### config.mk
export PLATFORM = sky130hd
export DESIGN_NAME = dram_port_ctrl_flat
export DESIGN_NICKNAME = d
export VERILOG_FILES = /design/src/rtl/dram_port_if.sv /design/src/rtl/dram_port_ctrl.sv /design/src/flat_wrapper.sv
export SDC_FILE = /design/constraint.sdc
export NUM_CORES = 1
export LEC_CHECK = 0
export ABC_CLOCK_PERIOD_IN_PS = 2700
export BUFFER_PORTS_ARGS = -buffer_cell sky130_fd_sc_hd__buf_2
export CORE_ASPECT_RATIO = 1.25
export CORE_UTILIZATION = 40
export DETAILED_ROUTE_END_ITERATION = 8
export SYNTH_ARGS = -nofsm -noshare
export SYNTH_HDL_FRONTEND = slang
export SYNTH_SLANG_ARGS = --single-unit
export TNS_END_PERCENT = 10
### constraint.sdc
create_clock -name clk -period 2.7 [get_ports clk]
set_input_delay 0.54 -clock clk [delete_from_list [all_inputs] [get_ports clk]]
set_output_delay 0.54 -clock clk [all_outputs]
set_load 0.05 [all_outputs]
### src/rtl/dram_port_if.sv
`default_nettype none
// ============================================================================
//  Module   : dram_port_if
//  Purpose  : Requester, response and DRAM-side signals of dram_port_ctrl.
//  Revision : 1.0  initial release
// ============================================================================
interface dram_port_if #(
    parameter int ADDR_WIDTH = 32,
    parameter int WORD_WIDTH = 32,
    parameter int BYTE_WIDTH = 8
);
    logic                  p0_req;
    logic                  p0_we;
    logic [1:0]            p0_size;
    logic [ADDR_WIDTH-1:0] p0_addr;
    logic [WORD_WIDTH-1:0] p0_wdata;
    logic                  p0_done;

    logic                  p1_req;
    logic                  p1_we;
    logic [1:0]            p1_size;
    logic [ADDR_WIDTH-1:0] p1_addr;
    logic [WORD_WIDTH-1:0] p1_wdata;
    logic                  p1_done;

    logic [WORD_WIDTH-1:0] rsp_rdata;
    logic                  rsp_err;

    logic [ADDR_WIDTH-1:0] mem_addr;
    logic [BYTE_WIDTH-1:0] mem_wdata;
    logic                  mem_we;
    logic [BYTE_WIDTH-1:0] mem_rdata;

    // System side: both requesters plus the DRAM read port.
    modport master (
        output p0_req, p0_we, p0_size, p0_addr, p0_wdata,
        output p1_req, p1_we, p1_size, p1_addr, p1_wdata,
        input  p0_done, p1_done, rsp_rdata, rsp_err,
        input  mem_addr, mem_wdata, mem_we,
        output mem_rdata
    );

    // Controller side.
    modport slave (
        input  p0_req, p0_we, p0_size, p0_addr, p0_wdata,
        input  p1_req, p1_we, p1_size, p1_addr, p1_wdata,
        output p0_done, p1_done, rsp_rdata, rsp_err,
        output mem_addr, mem_wdata, mem_we,
        input  mem_rdata
    );
endinterface
`default_nettype wire

### src/rtl/dram_port_ctrl.sv
`default_nettype none
// ============================================================================
//  Module   : dram_port_ctrl
//  Purpose  : Round-robin two-port controller sequencing little-endian byte,
//             half and word accesses as single-byte DRAM cycles.
//  Revision : 1.0  initial release
// ============================================================================
module dram_port_ctrl #(
    parameter int ADDR_WIDTH = 32,
    parameter int WORD_WIDTH = 32,
    parameter int BYTE_WIDTH = 8
) (
    input  wire logic   clk,
    input  wire logic   rst,
    dram_port_if.slave  bus
);
    localparam logic [1:0] c_IDLE   = 2'd0;
    localparam logic [1:0] c_ACCESS = 2'd1;
    localparam logic [1:0] c_RESP   = 2'd2;

    logic [1:0]            r_state;
    logic [1:0]            r_cnt;
    logic                  r_prio;
    logic                  r_gnt;
    logic                  r_we;
    logic [1:0]            r_size;
    logic [ADDR_WIDTH-1:0] r_addr;
    logic [WORD_WIDTH-1:0] r_wdata;
    logic [WORD_WIDTH-1:0] r_rdata;
    logic [WORD_WIDTH-1:0] r_rsp_rdata;
    logic                  r_rsp_err;

    logic                  w_gnt_p1;
    logic                  w_sel_we;
    logic [1:0]            w_sel_size;
    logic [ADDR_WIDTH-1:0] w_sel_addr;
    logic [WORD_WIDTH-1:0] w_sel_wdata;
    logic                  w_bad;
    logic [1:0]            w_last;
    logic [WORD_WIDTH-1:0] w_rdata_next;
    logic                  w_access;

    // Port 1 wins when it is the only requester or when it holds priority.
    assign w_gnt_p1    = bus.p1_req & (~bus.p0_req | r_prio);
    assign w_sel_we    = w_gnt_p1 ? bus.p1_we    : bus.p0_we;
    assign w_sel_size  = w_gnt_p1 ? bus.p1_size  : bus.p0_size;
    assign w_sel_addr  = w_gnt_p1 ? bus.p1_addr  : bus.p0_addr;
    assign w_sel_wdata = w_gnt_p1 ? bus.p1_wdata : bus.p0_wdata;

    always_comb begin
        w_bad = 1'b0;
        case (w_sel_size)
            2'd0:    w_bad = 1'b0;
            2'd1:    w_bad = w_sel_addr[0];
            2'd2:    w_bad = |w_sel_addr[1:0];
            default: w_bad = 1'b1;
        endcase
    end

    always_comb begin
        w_last = 2'd0;
        case (r_size)
            2'd1:    w_last = 2'd1;
            2'd2:    w_last = 2'd3;
            default: w_last = 2'd0;
        endcase
    end

    always_comb begin
        w_rdata_next = r_rdata;
        w_rdata_next[int'(r_cnt)*BYTE_WIDTH +: BYTE_WIDTH] = bus.mem_rdata;
    end

    always_ff @(posedge clk or negedge rst) begin
        if (!rst) begin
            r_state     <= c_IDLE;
            r_cnt       <= 2'd0;
            r_prio      <= 1'b0;
            r_gnt       <= 1'b0;
            r_we        <= 1'b0;
            r_size      <= 2'd0;
            r_addr      <= '0;
            r_wdata     <= '0;
            r_rdata     <= '0;
            r_rsp_rdata <= '0;
            r_rsp_err   <= 1'b0;
        end else begin
            case (r_state)
                c_IDLE: begin
                    if (bus.p0_req | bus.p1_req) begin
                        r_gnt   <= w_gnt_p1;
                        r_prio  <= ~w_gnt_p1;
                        r_we    <= w_sel_we;
                        r_size  <= w_sel_size;
                        r_addr  <= w_sel_addr;
                        r_wdata <= w_sel_wdata;
                        r_cnt   <= 2'd0;
                        r_rdata <= '0;
                        if (w_bad) begin
                            r_rsp_err   <= 1'b1;
                            r_rsp_rdata <= '0;
                            r_state     <= c_RESP;
                        end else begin
                            r_state <= c_ACCESS;
                        end
                    end
                end
                c_ACCESS: begin
                    if (!r_we) begin
                        r_rdata <= w_rdata_next;
                    end
                    // The final byte is merged straight into the response.
                    if (r_cnt == w_last) begin
                        r_rsp_err   <= 1'b0;
                        r_rsp_rdata <= r_we ? '0 : w_rdata_next;
                        r_state     <= c_RESP;
                    end else begin
                        r_cnt <= r_cnt + 2'd1;
                    end
                end
                c_RESP: begin
                    r_state <= c_IDLE;
                end
                default: begin
                    r_state <= c_IDLE;
                end
            endcase
        end
    end

    assign w_access      = (r_state == c_ACCESS);
    assign bus.mem_we    = w_access & r_we;
    assign bus.mem_addr  = w_access ? (r_addr + ADDR_WIDTH'(r_cnt)) : '0;
    assign bus.mem_wdata = w_access ? r_wdata[int'(r_cnt)*BYTE_WIDTH +: BYTE_WIDTH] : '0;
    assign bus.p0_done   = (r_state == c_RESP) & ~r_gnt;
    assign bus.p1_done   = (r_state == c_RESP) &  r_gnt;
    assign bus.rsp_rdata = r_rsp_rdata;
    assign bus.rsp_err   = r_rsp_err;

endmodule
`default_nettype wire

### src/flat_wrapper.sv
// flat-port wrapper written by rule: the top's interface ports become plain ports
module dram_port_ctrl_flat 
#(
    parameter int ADDR_WIDTH = 32,
    parameter int WORD_WIDTH = 32,
    parameter int BYTE_WIDTH = 8
)
  (clk, rst, bus_p0_req, bus_p0_we, bus_p0_size, bus_p0_addr, bus_p0_wdata, bus_p1_req, bus_p1_we, bus_p1_size, bus_p1_addr, bus_p1_wdata, bus_p0_done, bus_p1_done, bus_rsp_rdata, bus_rsp_err, bus_mem_addr, bus_mem_wdata, bus_mem_we, bus_mem_rdata);
  dram_port_if #(.ADDR_WIDTH(ADDR_WIDTH), .WORD_WIDTH(WORD_WIDTH), .BYTE_WIDTH(BYTE_WIDTH)) bus_i ();
  input  wire logic clk;
  input  wire logic rst;
  input wire logic [$bits(bus_i.p0_req)-1:0] bus_p0_req;
  input wire logic [$bits(bus_i.p0_we)-1:0] bus_p0_we;
  input wire logic [$bits(bus_i.p0_size)-1:0] bus_p0_size;
  input wire logic [$bits(bus_i.p0_addr)-1:0] bus_p0_addr;
  input wire logic [$bits(bus_i.p0_wdata)-1:0] bus_p0_wdata;
  input wire logic [$bits(bus_i.p1_req)-1:0] bus_p1_req;
  input wire logic [$bits(bus_i.p1_we)-1:0] bus_p1_we;
  input wire logic [$bits(bus_i.p1_size)-1:0] bus_p1_size;
  input wire logic [$bits(bus_i.p1_addr)-1:0] bus_p1_addr;
  input wire logic [$bits(bus_i.p1_wdata)-1:0] bus_p1_wdata;
  output wire logic [$bits(bus_i.p0_done)-1:0] bus_p0_done;
  output wire logic [$bits(bus_i.p1_done)-1:0] bus_p1_done;
  output wire logic [$bits(bus_i.rsp_rdata)-1:0] bus_rsp_rdata;
  output wire logic [$bits(bus_i.rsp_err)-1:0] bus_rsp_err;
  output wire logic [$bits(bus_i.mem_addr)-1:0] bus_mem_addr;
  output wire logic [$bits(bus_i.mem_wdata)-1:0] bus_mem_wdata;
  output wire logic [$bits(bus_i.mem_we)-1:0] bus_mem_we;
  input wire logic [$bits(bus_i.mem_rdata)-1:0] bus_mem_rdata;
  assign bus_i.p0_req = bus_p0_req;
  assign bus_i.p0_we = bus_p0_we;
  assign bus_i.p0_size = bus_p0_size;
  assign bus_i.p0_addr = bus_p0_addr;
  assign bus_i.p0_wdata = bus_p0_wdata;
  assign bus_i.p1_req = bus_p1_req;
  assign bus_i.p1_we = bus_p1_we;
  assign bus_i.p1_size = bus_p1_size;
  assign bus_i.p1_addr = bus_p1_addr;
  assign bus_i.p1_wdata = bus_p1_wdata;
  assign bus_p0_done = bus_i.p0_done;
  assign bus_p1_done = bus_i.p1_done;
  assign bus_rsp_rdata = bus_i.rsp_rdata;
  assign bus_rsp_err = bus_i.rsp_err;
  assign bus_mem_addr = bus_i.mem_addr;
  assign bus_mem_wdata = bus_i.mem_wdata;
  assign bus_mem_we = bus_i.mem_we;
  assign bus_i.mem_rdata = bus_mem_rdata;
  dram_port_ctrl #(.ADDR_WIDTH(ADDR_WIDTH), .WORD_WIDTH(WORD_WIDTH), .BYTE_WIDTH(BYTE_WIDTH)) u_core (.clk(clk), .rst(rst), .bus(bus_i));
endmodule
==> impl_metrics.ini, run 1 <==
[status]
status = complete, but fails checks
violations = setup timing

[die]
die_area_um2 = 19000
start_util_pct = 40.9
placementRows = 55
die_w_um = 124
io_pins = 222
core_area_um2 = 18100
fp.dieH_um = 154

[timing]
finalSetupViolCount = 21
max_slew_margin_pct = 66.8
fin_crit_ns = 2.88
maxSlewViolCount = 0
finClkSkew_ns = 0.00962
fmax_mhz = 347
setup_ws_ns = -0.183
rsz0062_at_grt = true
final_hold_viol_count = 0
worst_pin_slew_ns = 0.497
setup_tns_ns = -2.62
timing.final.crit_share_pct = 107

[power]
pwr-share-comb_pct = 46.5
power_leakage_nw = 5.22
internal-power_w = 0.00600
p_per_area_nw_per_um2 = 1030
pwr-share-clk_pct = 22.7
finalPower_w = 0.0104
peakVddDrop_uv = 534
seq_power_share_pct = 30.8
netSwitchingPower_w = 0.00441
switching_share_pct = 42.4

[setup_path]
crit_fanout = 5
rrSetupSlack_ns = 0.47
critical_path.endpoint = bus_mem_addr[30]
rr_startpoint = u_core.r_cnt[1]
crit_start = u_core.r_cnt[0]
crit_cells = 8
cp-start-kind = flop
worst_setup_path_end_kind = output pin
path_delay_family = simple AND/OR/NAND/NOR gates
critPathSlowestCell = or3_4
cp_num_buf_inv = 2
reg2reg_depth = 8
path_cells = ha_2 > fa_2 > nand3_2 > buf_6 > or3_4 > o311ai_4 > o41ai_4 > buf_6
critical_path_class = reg2out
critPathRequiredTime_ns = 2.16
worstPathArrival_ns = 2.34
crit_path_frequent_cell = buf_6
r2r_end = u_core.bus.rsp_rdata[9]
critPathMaxStageDelay_ns = 0.37

[logic_synthesis]
synthFlopType = dfrtp_1
ys_async_sr_fraction_pct = 100
ys_types = 52
ys_warn_count = 0
synth_nets = 919
yosysTopAreaCell = dfrtp_1
yosysSeqAreaShare_pct = 46.7
synth_seq_cells = 138
yosys.area.top_type_share_pct = 46.7
synth_area_um2 = 7390
yosys-top-cells-area = dfrtp_1 (47%), a22oi_1 (6.4%), o21ai_0 (5.4%)
postSynthCellCount = 764
synth_area_per_cell_um2 = 9.68
synth_edf_count = 0

[grt]
grt_pass1_wl_um = 34400
grt_pass1_vias = 6638
overflow = 0
grt_max_degree = 76
grt_antenna_before_repair = 3
grt_usage_pct = 23.7

[cts]
clock_path_buffers = 2
root_buffer = clkbuf_16
path_clk_slew_ns = 0.06
cts-buffers-inserted = 17
cts_tree = built
cts_sinks = 138
htreeDepth = 4
clock_latency_ns = 0.42

[placement]
io_buffers = 221
dp_hpwl_um = 15500
gp_congestion = 0.902
place_ws_ns = -0.0678

[detailed_routing]
wirelength_met1_um = 9510
route.detailed.drc = 0
top_layer_used = met5
drtIter0Drc = 314
dr.pass1.iters = 4
wl_per_cell_um = 17.4
wl_met3_um = 1120
drt-total-wl_um = 21800
via_per_inst = 5.37
final_antenna_net_count = 0
dr_total_vias = 6705
met2_length_um = 10500

[final_layout]
drive_gt1_share_pct = 38.9
fill_cells = 1641
multiInputGateArea_um2 = 4000
final_util_pct = 56.0
register_area_um2 = 3450
area_delta_synth_final_pct = 37.2
nets = 1164

[run]
cap_violations = 0

[min_path]
hold_class = in2async
layout by cell type, fill, tap and decap left out, types with 6 or more instances in the layout:
master / synthesis / layout
buf_4: 0 / 57
mux4_2: 8 / 8
buf_2: 2 / 200
nand2b_1: 11 / 11
xnor2_1: 6 / 6
mux2i_1: 7 / 7
a21o_1: 33 / 33
dfrtp_1: 138 / 138
o21ai_0: 80 / 79
nor2b_1: 34 / 33
clkbuf_16: 0 / 17
buf_6: 4 / 20
o41ai_4: 0 / 7
a22oi_1: 63 / 63
xor2_1: 7 / 7
nor2_1: 50 / 50
nand4_1: 7 / 7
inv_1: 8 / 8
a21oi_1: 48 / 42
ha_1: 8 / 7
and2_1: 12 / 11
mux2_2: 32 / 32
nand3_1: 12 / 8
nand2_1: 80 / 80
state kept, by name (all words and copies together) (netlist names):
name,count
u_core.bus.rsp_rdata,32
u_core.r_addr,32
u_core.r_rdata,32
u_core.r_wdata,32
u_core.r_cnt,2
u_core.r_size,2
u_core.r_state,2
u_core.bus.rsp_err,1
u_core.r_gnt,1
u_core.r_prio,1
u_core.r_we,1
synth_stat cells (2+ instances only):
cell,number
dfrtp_1,138
o21ai_0,80
xor2_1,7
or2_2,3
nor2b_1,34
nor4bb_1,3
nand2b_1,11
mux2_2,32
buf_2,2
clkbuf_1,48
nor4_1,2
nand2_1,80
mux2i_1,7
ha_1,8
a21o_1,33
and2_1,12
a22oi_1,63
nor3_1,5
buf_6,4
o41ai_1,7
nand4_1,7
o311ai_0,7
nor2_1,50
xnor2_1,6
mux4_2,8
and4_1,3
inv_1,8
nand3_1,12
or3_1,7
or4_1,3
o31ai_1,3
a21oi_1,48
nor3b_1,2
buf_1,3
per-layer routing:
metal  global-route usage, %  vias up
met5                       0        -
met4                    9.93        4
met3                    5.30       40
met2                    39.4      179
met1                    29.2     3225
li1                        -     3257
power groups by stage:
stage | logic, W | registers, W | clock network [W]
2_1_floorplan | 0.00313 | 0.00322 | 0
3_3_place_gp | 0.00458 | 0.00319 | 0
3_5_place_dp | 0.00461 | 0.00321 | 0
4_1_cts | 0.00483 | 0.00319 | 0.00241
5_1_grt | 0.00529 | 0.00328 | 0.00250
6_report | 0.00485 | 0.00320 | 0.00236
final cells by class:
type	count	share of cell area (%)
Sequential cell	138	34.1
Multi-Input combinational cell	561	39.5
Timing Repair Buffer	283	17.4
Clock inverter	10	1.41
Antenna cell	1	0.0247
Clock buffer	20	4.50
Inverter	8	0.296
Tap cell	228	2.81
through the flow:
step	hold slack [ns]	instances	instance area, µm²
5_1_grt	0.0946	1248	10100
2_1_floorplan	0.244	764	7540
3_3_place_gp	0.450	1210	9190
6_report	0.0756	1249	10100
3_5_place_dp	0.458	1210	9190
4_1_cts	0.0748	1245	10100
timing repair:
action	CTS	global route
resized for setup	69	5
hold buffers	0	0
setup endpoints to repair	22	26
endpoints found under the hold margin	0	0
gates cloned	0	0
buffers inserted	6	3
pin swaps	22	6
worst min-delay path by stage:
stage / to / slack [ns] / cells after the start / from
after floorplan: u_core.bus.rsp_err / 0.24 / 0 / rst
after global placement: u_core.r_rdata[7] / 0.45 / 1 / u_core.r_rdata[7]
after detailed placement: u_core.r_rdata[6] / 0.46 / 1 / u_core.r_rdata[6]
after CTS: u_core.r_we / 0.07 / 1 / rst
after global routing: u_core.r_we / 0.09 / 1 / rst
final: u_core.r_wdata[1] / 0.08 / 1 / rst
cell families (layout without fill, tap and decap cells):
family | after synthesis | count (layout) | synth area share [%]
AOI/OAI and AO/OA | 250 | 250 | 21.7
xor gates and xnor gates | 13 | 13 | 1.54
adders and majority gates | 9 | 9 | 1.62
buffers and inverters | 65 | 321 | 3.74
DFF | 138 | 138 | 46.7
muxes | 47 | 47 | 8.26
other | 0 | 1 | 0
and+or+nand+nor | 242 | 242 | 16.4
(Power assumes the default switching activity.)
==> run 2: changes to the inputs <==
--- a/config.mk
+++ b/config.mk
@@ -10,6 +10,7 @@
 export CORE_ASPECT_RATIO = 1.25
 export CORE_UTILIZATION = 40
 export DETAILED_ROUTE_END_ITERATION = 8
+export SETUP_SLACK_MARGIN = 0.2
 export SYNTH_ARGS = -nofsm -noshare
 export SYNTH_HDL_FRONTEND = slang
 export SYNTH_SLANG_ARGS = --single-unit
==> run 2 against run 1 <==
The flow still finishes with violations (setup timing). Die area is the same. Via count up 1.1%. Count of clock-buffer cells in the layout decreased by 1. Clock power is 6% higher. Global-route usage up 0.76 points. Largest cell class unchanged. Largest power group unchanged.
==> impl_metrics.ini, run 2 (same netlist as run 1, synthesis figures left out) <==
[die]
die_w_um = 124
start_util_pct = 40.9
core_area_um2 = 18100
die_area_um2 = 19000
io_pins = 222
placementRows = 55
fp.dieH_um = 154

[cts]
clock_path_buffers = 2
root_buffer = clkbuf_16
path_clk_slew_ns = 0.06
cts_tree = built
cts-buffers-inserted = 17
htreeDepth = 4
cts_sinks = 138
clock_latency_ns = 0.42

[power]
power_leakage_nw = 5.22
p_per_area_nw_per_um2 = 1040
peakVddDrop_uv = 603

[setup_path]
rr_startpoint = u_core.r_cnt[0]
rrSetupSlack_ns = 0.50
critical_path.endpoint = bus_mem_addr[18]
worstPathArrival_ns = 2.37
r2r_end = u_core.bus.rsp_rdata[29]
critPathRequiredTime_ns = 2.16
crit_start = u_core.r_addr[0]
worst_setup_path_end_kind = output pin
cp-start-kind = flop
reg2reg_depth = 8
crit_fanout = 3
critical_path_class = reg2out

[grt]
overflow = 0
grt_max_degree = 76
grt_pass1_wl_um = 35600
grt_pass1_vias = 6655
grt_antenna_before_repair = 3
grt_usage_pct = 24.4

[detailed_routing]
final_antenna_net_count = 0
dr.pass1.iters = 5
dr_total_vias = 6776
route.detailed.drc = 0
wl_per_cell_um = 17.9
drt-total-wl_um = 22400
via_per_inst = 5.43
drtIter0Drc = 351

[status]
violations = setup timing
status = complete, but fails checks

[timing]
fmax_mhz = 344
finalSetupViolCount = 20
maxSlewViolCount = 0
finClkSkew_ns = 0.00648
rsz0062_at_grt = true
fin_crit_ns = 2.91
setup_ws_ns = -0.207
worst_pin_slew_ns = 0.535
max_slew_margin_pct = 64.3
timing.final.crit_share_pct = 108
final_hold_viol_count = 0
setup_tns_ns = -2.36

[final_layout]
nets = 1160
drive_gt1_share_pct = 40.0
area_delta_synth_final_pct = 39.2
layout_commonest_cell = buf_2
mostFrequentLayoutCells = buf_2 (189), dfrtp_1 (134), nand2_1 (80), o21ai_0 (78), a22oi_1 (63)
final_cells = 1248

[placement]
placed_cells = 1211
io_buffers = 221
dp_hpwl_um = 16000
gp_congestion = 0.911

[run]
cap_violations = 0

[min_path]
hold_class = in2async
-- run 2: cell count changes in the layout (fill, tap and decap cells not counted), sizes merged --
cell,delta
buf,-6
inv,+3
bufinv,+1
clkbuf,+1
clkinv,-1
diode,+1
-- run 2: report_power, final --
| part | internal, W | switching, W | leakage, nW | total, W |
|---|---|---|---|---|
| sequential | 0.00270 | 0.000518 | 1.80 | 0.00322 |
| clock | 0.00158 | 0.000931 | 0.309 | 0.00251 |
| combinational | 0.00189 | 0.00308 | 3.11 | 0.00497 |
-- run 2: area by class of cell --
class	count	area, µm²
diodes	2	5.00
clock buffers	19	443
clock inverters	13	190
well taps	228	285
fillers	1596	7810
flip-flops and latches	138	3460
repair buffers	279	1800
inverters	8	30.0
multi-input cells	561	4080
-- run 2: repair_timing --
item                       CTS  global route
pin swaps                   13            11
buffers inserted             2             1
resized for setup           79            16
cloned                       0             0
hold buffers                 0             0
setup endpoints to repair   39            41
-- run 2: per-layer routing --
layer | vias up | GRT usage (%) | share of wire [%]
li1 | 3258 | - | -
met1 | 3286 | 31.7 | 44
met2 | 188 | 39.6 | 49
met3 | 40 | 5.45 | 4.9
met4 | 4 | 8.61 | 2.6
met5 | - | 0 | 0.085
-- run 2: critical path, stage by stage, from the launching register on --
cell and delay (ns):
dfrtp_1 0.39, ha_4 0.15, fa_2 0.22, nand3_2 0.11, or2_4 0.26, or4_4 0.53
a21oi_4 0.13, buf_6 0.17
-- run 2: stage by stage --
| stage | cell area (µm²) | util [%] | total power (W) | setup WS (ns) | hold slack, ns |
|---|---|---|---|---|---|
| after floorplan | 7640 | - | 0.00641 | -0.0679 | 0.244 |
| after global placement | 9270 | 51.2 | 0.00786 | 0.130 | 0.450 |
| after detailed placement | 9270 | 51.2 | 0.00792 | 0.0845 | 0.458 |
| after CTS | 10200 | 56.4 | 0.0107 | -0.247 | 0.0883 |
| after global routing | 10300 | 56.9 | 0.0114 | -0.290 | 0.102 |
| final | 10300 | 56.9 | 0.0107 | -0.207 | 0.0699 |
-- run 2: worst min path at each step --
| stage | start | slack [ns] | endpoint |
|---|---|---|---|
| floorplan | rst | 0.24 | u_core.bus.rsp_err |
| global placement | u_core.r_rdata[8] | 0.45 | u_core.r_rdata[8] |
| detailed placement | u_core.r_rdata[16] | 0.46 | u_core.r_rdata[16] |
| CTS | rst | 0.09 | u_core.r_wdata[25] |
| global route | rst | 0.10 | u_core.r_wdata[25] |
| finish | rst | 0.07 | u_core.r_wdata[25] |
